--- config.mk ---
export PLATFORM = sky130hd
export DESIGN_NAME = word_serializer
export DESIGN_NICKNAME = d
export VERILOG_FILES = /design/src/rtl/word_serializer.sv
export SDC_FILE = /design/constraint.sdc
export NUM_CORES = 1
export LEC_CHECK = 0
export ABC_CLOCK_PERIOD_IN_PS = 1600
export CAP_MARGIN = 20
export CORE_MARGIN = 2
export CORE_UTILIZATION = 45
export DETAILED_ROUTE_END_ITERATION = 12
export PLACE_DENSITY = 0.77
export SYNTH_ARGS = -nofsm -noshare
export SYNTH_HDL_FRONTEND = slang
export SYNTH_SLANG_ARGS = --single-unit
--- constraint.sdc ---
create_clock -name clk -period 1.6 [get_ports clk]
set_input_delay 0.16 -clock clk [delete_from_list [all_inputs] [get_ports clk]]
set_output_delay 0.16 -clock clk [all_outputs]
set_load 0.05 [all_outputs]
--- src/rtl/word_serializer.sv ---
`default_nettype none
// ============================================================================
//  Module   : word_serializer
//  Purpose  : Parallel-in, serial-out converter. Accepts one packed block of
//             SHIFT_DEPTH words (D_WIDTH bits each) in a single handshake and
//             emits it one word per cycle on a valid/ready stream, word 0
//             first. A new block may be accepted in the cycle the last word
//             of the current block transfers, giving bubble-free throughput.
//  Ports    : clk        - system clock, rising edge
//             rst        - asynchronous active-high reset
//             load_valid - load_data holds a valid block
//             load_ready - serializer can accept a block this cycle
//             load_data  - packed block, word i at [i*D_WIDTH +: D_WIDTH]
//             out_valid  - out_data holds a valid word
//             out_ready  - downstream accepts out_data this cycle
//             out_data   - current serial word
//             out_last   - current word is the final word of the block
//  Revision : 1.0 - initial release
// ============================================================================
module word_serializer #(
    parameter int D_WIDTH     = 4,
    parameter int SHIFT_DEPTH = 4
) (
    input  logic                           clk,
    input  logic                           rst,
    input  logic                           load_valid,
    output logic                           load_ready,
    input  logic [D_WIDTH*SHIFT_DEPTH-1:0] load_data,
    output logic                           out_valid,
    input  logic                           out_ready,
    output logic [D_WIDTH-1:0]             out_data,
    output logic                           out_last
);

    localparam int BLOCK_W = D_WIDTH * SHIFT_DEPTH;
    localparam int CNT_W   = (SHIFT_DEPTH > 1) ? $clog2(SHIFT_DEPTH) : 1;

    localparam logic [CNT_W-1:0] c_last_count = CNT_W'(SHIFT_DEPTH - 1);

    typedef enum logic [0:0] {
        S_IDLE  = 1'b0,
        S_SHIFT = 1'b1
    } state_t;

    state_t             r_state;
    logic [CNT_W-1:0]   r_count;
    logic [BLOCK_W-1:0] r_block;

    logic               w_accept;
    logic               w_xfer;
    logic [CNT_W-1:0]   w_count_inc;
    logic [BLOCK_W-1:0] w_shifted;

    // In SHIFT a new block can only enter as the last word leaves; this path
    // is combinational from out_ready so back-to-back blocks have no gap.
    assign load_ready  = (r_state == S_IDLE) || (out_last && out_ready);
    assign w_accept    = load_valid && load_ready;
    assign w_xfer      = out_valid && out_ready;
    assign w_count_inc = r_count + 1'b1;

    // The block register is consumed by shifting, so the next word is always
    // in the low bits; this avoids a variable-index mux on the block.
    assign w_shifted   = r_block >> D_WIDTH;

    always_ff @(posedge clk or posedge rst) begin
        if (rst) begin
            r_state   <= S_IDLE;
            r_count   <= '0;
            r_block   <= '0;
            out_valid <= 1'b0;
            out_data  <= '0;
            out_last  <= 1'b0;
        end else begin
            case (r_state)
                S_IDLE: begin
                    if (w_accept) begin
                        r_block   <= load_data;
                        r_count   <= '0;
                        out_valid <= 1'b1;
                        out_data  <= load_data[D_WIDTH-1:0];
                        out_last  <= (SHIFT_DEPTH == 1);
                        r_state   <= S_SHIFT;
                    end
                end

                S_SHIFT: begin
                    if (w_accept) begin
                        // Last word transferring and a new block waiting.
                        r_block   <= load_data;
                        r_count   <= '0;
                        out_valid <= 1'b1;
                        out_data  <= load_data[D_WIDTH-1:0];
                        out_last  <= (SHIFT_DEPTH == 1);
                    end else if (w_xfer) begin
                        if (!out_last) begin
                            r_count  <= w_count_inc;
                            r_block  <= w_shifted;
                            out_data <= w_shifted[D_WIDTH-1:0];
                            out_last <= (w_count_inc == c_last_count);
                        end else begin
                            r_state   <= S_IDLE;
                            r_count   <= '0;
                            r_block   <= '0;
                            out_valid <= 1'b0;
                            out_data  <= '0;
                            out_last  <= 1'b0;
                        end
                    end
                end

                default: begin
                    r_state   <= S_IDLE;
                    out_valid <= 1'b0;
                    out_last  <= 1'b0;
                end
            endcase
        end
    end

endmodule
`default_nettype wire
==> results <==
## layout by cell type (no fill, tap or decap)
cell / count
sky130_fd_sc_hd__a21bo_4: 1
sky130_fd_sc_hd__a21o_1: 2
sky130_fd_sc_hd__a22o_1: 4
sky130_fd_sc_hd__a32oi_4: 1
sky130_fd_sc_hd__and2_1: 1
sky130_fd_sc_hd__buf_12: 2
sky130_fd_sc_hd__buf_4: 20
sky130_fd_sc_hd__clkbuf_4: 3
sky130_fd_sc_hd__clkdlybuf4s50_1: 19
sky130_fd_sc_hd__clkinv_2: 1
sky130_fd_sc_hd__dfrtp_1: 20
sky130_fd_sc_hd__dfrtp_2: 1
sky130_fd_sc_hd__ha_1: 1
sky130_fd_sc_hd__inv_1: 15
sky130_fd_sc_hd__mux2_2: 9
sky130_fd_sc_hd__mux2_4: 5
sky130_fd_sc_hd__nand2_1: 1
sky130_fd_sc_hd__nand2b_1: 13
sky130_fd_sc_hd__nand3_1: 1
sky130_fd_sc_hd__nand4_1: 12
sky130_fd_sc_hd__nand4b_1: 1
sky130_fd_sc_hd__nor2_1: 2
sky130_fd_sc_hd__nor3_1: 1
sky130_fd_sc_hd__o211ai_1: 12
sky130_fd_sc_hd__o21a_1: 1
## area by class of cell
class	count	area share, %
Sequential cell	21	32.9
Inverter	15	3.52
Multi-Input combinational cell	68	35.8
Timing Repair Buffer	41	23.7
Tap cell	30	2.34
Clock inverter	1	0.312
Clock buffer	3	1.41
## cells by family after synthesis
family,synth area share [%]
muxes,14.4
and+or+nand+nor,15.7
DFF,42.9
AOI/OAI and AO/OA,15.1
adders and majority gates,1.02
buffers and inverters,10.8
## cell usage after synthesis (2+ instances only)
master / instances / area, µm²
sky130_fd_sc_hd__mux2_2: 9 / 101
sky130_fd_sc_hd__nand4_1: 12 / 75.1
sky130_fd_sc_hd__o211ai_1: 12 / 90.1
sky130_fd_sc_hd__nand2b_1: 13 / 81.3
sky130_fd_sc_hd__dfrtp_1: 21 / 526
sky130_fd_sc_hd__buf_4: 4 / 30.0
sky130_fd_sc_hd__a22o_1: 4 / 35.0
sky130_fd_sc_hd__clkbuf_1: 7 / 26.3
sky130_fd_sc_hd__inv_1: 15 / 56.3
sky130_fd_sc_hd__nor2_1: 2 / 7.51
sky130_fd_sc_hd__a21o_1: 2 / 15.0
sky130_fd_sc_hd__mux2_4: 5 / 75.1
## worst max-delay path, stage by stage (launching register included)
cell and delay [ns]:
sky130_fd_sc_hd__dfrtp_2 0.43, sky130_fd_sc_hd__a21bo_4 0.22, sky130_fd_sc_hd__a32oi_4 0.21, sky130_fd_sc_hd__buf_4 0.21
sky130_fd_sc_hd__mux2_2 0.34
## through the flow
| stage | utilization (%) | instances | setup TNS, ns | hold WS [ns] |
|---|---|---|---|---|
| after global placement | 62.4 | 175 | -1.01 | 0.482 |
| final | 63.5 | 179 | 0 | 0.167 |
| after detailed placement | 62.4 | 175 | -1.59 | 0.481 |
| after global routing | 63.5 | 179 | 0 | 0.220 |
| after CTS | 63.5 | 179 | 0 | 0.172 |
| after floorplan | - | 117 | -4.27 | 0.136 |
## per-layer routing
metal	routed length [µm]	vias to the layer above
met1	1120	490
met2	1370	34
li1	-	477
met4	70	0
met3	181	8
met5	0	-
## power by group through the flow
stage                     logic [W]  clock network (W)  registers, W
after floorplan             0.00113                  0      0.000959
after global placement      0.00161                  0      0.000889
after detailed placement    0.00165                  0      0.000897
after CTS                   0.00166           0.000277      0.000885
after global routing        0.00178           0.000293      0.000911
final                       0.00165           0.000269      0.000883
## registers in the layout, summed over array words and instances (netlist names)
signal	count
r_state	1
out_last	1
out_data	3
r_block	13
out_valid	1
r_count	2
## how the worst min path moves through the flow
stage,startpoint,to,slack (ns),cells past startpoint
2_1_floorplan,rst,out_data[0]$_DFFE_PP0P_,0.14,1
5_1_grt,rst,r_block[11]$_DFFE_PP0P_,0.22,3
6_report,rst,out_data[0]$_DFFE_PP0P_,0.17,3
3_3_place_gp,r_block[15]$_DFFE_PP0P_,r_block[15]$_DFFE_PP0P_,0.48,1
3_5_place_dp,r_block[15]$_DFFE_PP0P_,r_block[15]$_DFFE_PP0P_,0.48,1
4_1_cts,rst,out_data[0]$_DFFE_PP0P_,0.17,3
==> results.txt <==
----------------------------------------------------
[Floorplan]
  Ports ... 27
  Vertical die dimension ... 56.2 µm
  Standard-cell rows ... 18
  Die width ... 56.2 µm
  Initial Util ... 48.6%
  Floorplan die area ... 0.00316 mm²
  Area of the placeable core ... between 0.002 and 0.003 mm²

[Worst setup path]
  Endpoint of the lowest-slack register-to-register path ... r_block[7]$_DFFE_PP0P_
  Critical-path maximum fanout ... 6
  Critical path startpoint category ... flip-flop
  Worst reg2reg path startpoint ... out_last$_DFFE_PP0P_
  Type of the setup path with the least slack ... flip-flop to flip-flop
  Crit path to ... r_block[7]$_DFFE_PP0P_
  R2R cell count ... 4
  Worst path required time ... 1.81 ns
  Data arrival, critical path ... about 1.7 ns
  Worst-case register-to-register setup slack ... roughly 0.091 ns
  Kind of end point of the critical path ... flip-flop
  Crit path from ... out_last$_DFFE_PP0P_

[Synth]
  Ys async rst share ... 100%
  Number of storage elements in the synthesis netlist ... 21
  Sequential-to-total area share from yosys stat ... 42.9%
  Post-synthesis net count ... 138
  Top FF cell, synth ... sky130_fd_sc_hd__dfrtp_1
  Post-Syn Instances ... between 100 and 150
  Number of flops mapped to enable cells by yosys ... 0
  Number of distinct library cells after synthesis ... 23
  Number of warnings reported in the yosys synthesis log ... 0
  Synthesized area ... 0.00122 mm²
  Mean cell area of the mapped netlist ... approximately 10 µm²

[Place]
  Post-Place Worst Slack ... -0.146 ns
  Routability congestion estimate from global placement ... 0.744
  DP Area ... 0.00157 mm²
  Number of buffers added on ports ... 26
  Final HPWL DP ... 1980 µm

[Pwr]
  Max VDD drop ... between 1 and 1.5 mV
  Reg power frac ... 31.6%
  Power Total ... ~0.0028 W
  Power share of the combinational group ... 58.8%
  Sw Ratio ... 40.5%
  Total leakage power ... 0.707 nW
  Power density over the cells ... between 1500 and 2000 mW/mm²
  Relative contribution of the clock network to total power ... a little under a tenth
  Net switching power figure ... ~0.0011 W
  Cell-internal power ... 0.00166 W

[Worst hold path]
  Min-delay worst type ... input pin to asynchronous set/reset pin

[Clocking]
  H-tree level count ... 1
  Hold buffer count at CTS ... 0
  Clock slew at the register clock pins of the worst setup and hold paths ... roughly 0.12 ns
  Total CTS buffers ... 3
  Root buf cell ... sky130_fd_sc_hd__clkbuf_4
  Clock tree from TritonCTS ... yes
  Number of buffers on the longest clock path ... 2
  Source-to-sink clock delay at the later pin of the worst-skew pair ... 0.31 ns
  Clock sinks ... 21
  Quantity of gates resized following cts ... 0
  Post-CTS setup repair buffer count ... 0

[Global routing]
  Maximum number of pins on one net before global-route repair ... 22
  Met1 track demand over resource in global routing ... 23.1%
  Most utilized layer in the global route result ... met2
  Overflow left after global routing ... 0
  Initial antenna violation count ... 0
  Tot GR Track Use ... 19.4%
  Global-route wire length before repair ... 4770 µm
  Global-route track usage on met3 ... 5.35%
  Met2 global-route usage ... 32.3%
  Vias in the first global route ... approximately 1,100

[Timing]
  Final period utilization ... 94.3%
  Worst-Margin Slew ... 0.274 ns
  FMAX ... 663 MHz
  Post-layout worst setup margin ... 0.0910 ns
  Clock tree skew after final layout ... 0.00179 ns
  Max-slew headroom at the worst pin ... 81.7%
  Clock period minus final worst setup slack ... about 1.5 ns
  Setup repair after global routing missed its margin ... false
  Final-report setup violation count ... 0
  Number of slew-limit violations in the final report ... 0
  Number of hold-slack violations in the final timing report ... 0

[Cells and area]
  Area of the multi-input gates ... 573 µm²
  Final antenna diode count ... 0
  Area Growth Syn to Fin ... 30.7%
  Register Area ... 527 µm²
  Share of post-route cells with drive strength above 1 ... between 20% and 30%
  Final #Nets ... around 170
  Final instance area ... 0.00160 mm²
  Total of fill cells in the finished design ... 218

[Drt]
  Number of search-and-repair iterations in the first detailed-routing pass ... 4
  Via count of the routed design ... 1,009
  DR WL/cell ... 15.3 µm
  Total wire length ... ~2700 µm
  # DRC ... 0
  Ratio of routed vias to standard cells ... 5.64
  Detailed router's first-iteration violation count ... 27
  Remaining antenna violation count after routing ... 0

[Flow run]
  Count of maximum capacitance violations ... 0

[Status]
  Status ... finished, final reports clean

----------------------------------------------------
Power figures use the tool's default switching activity.
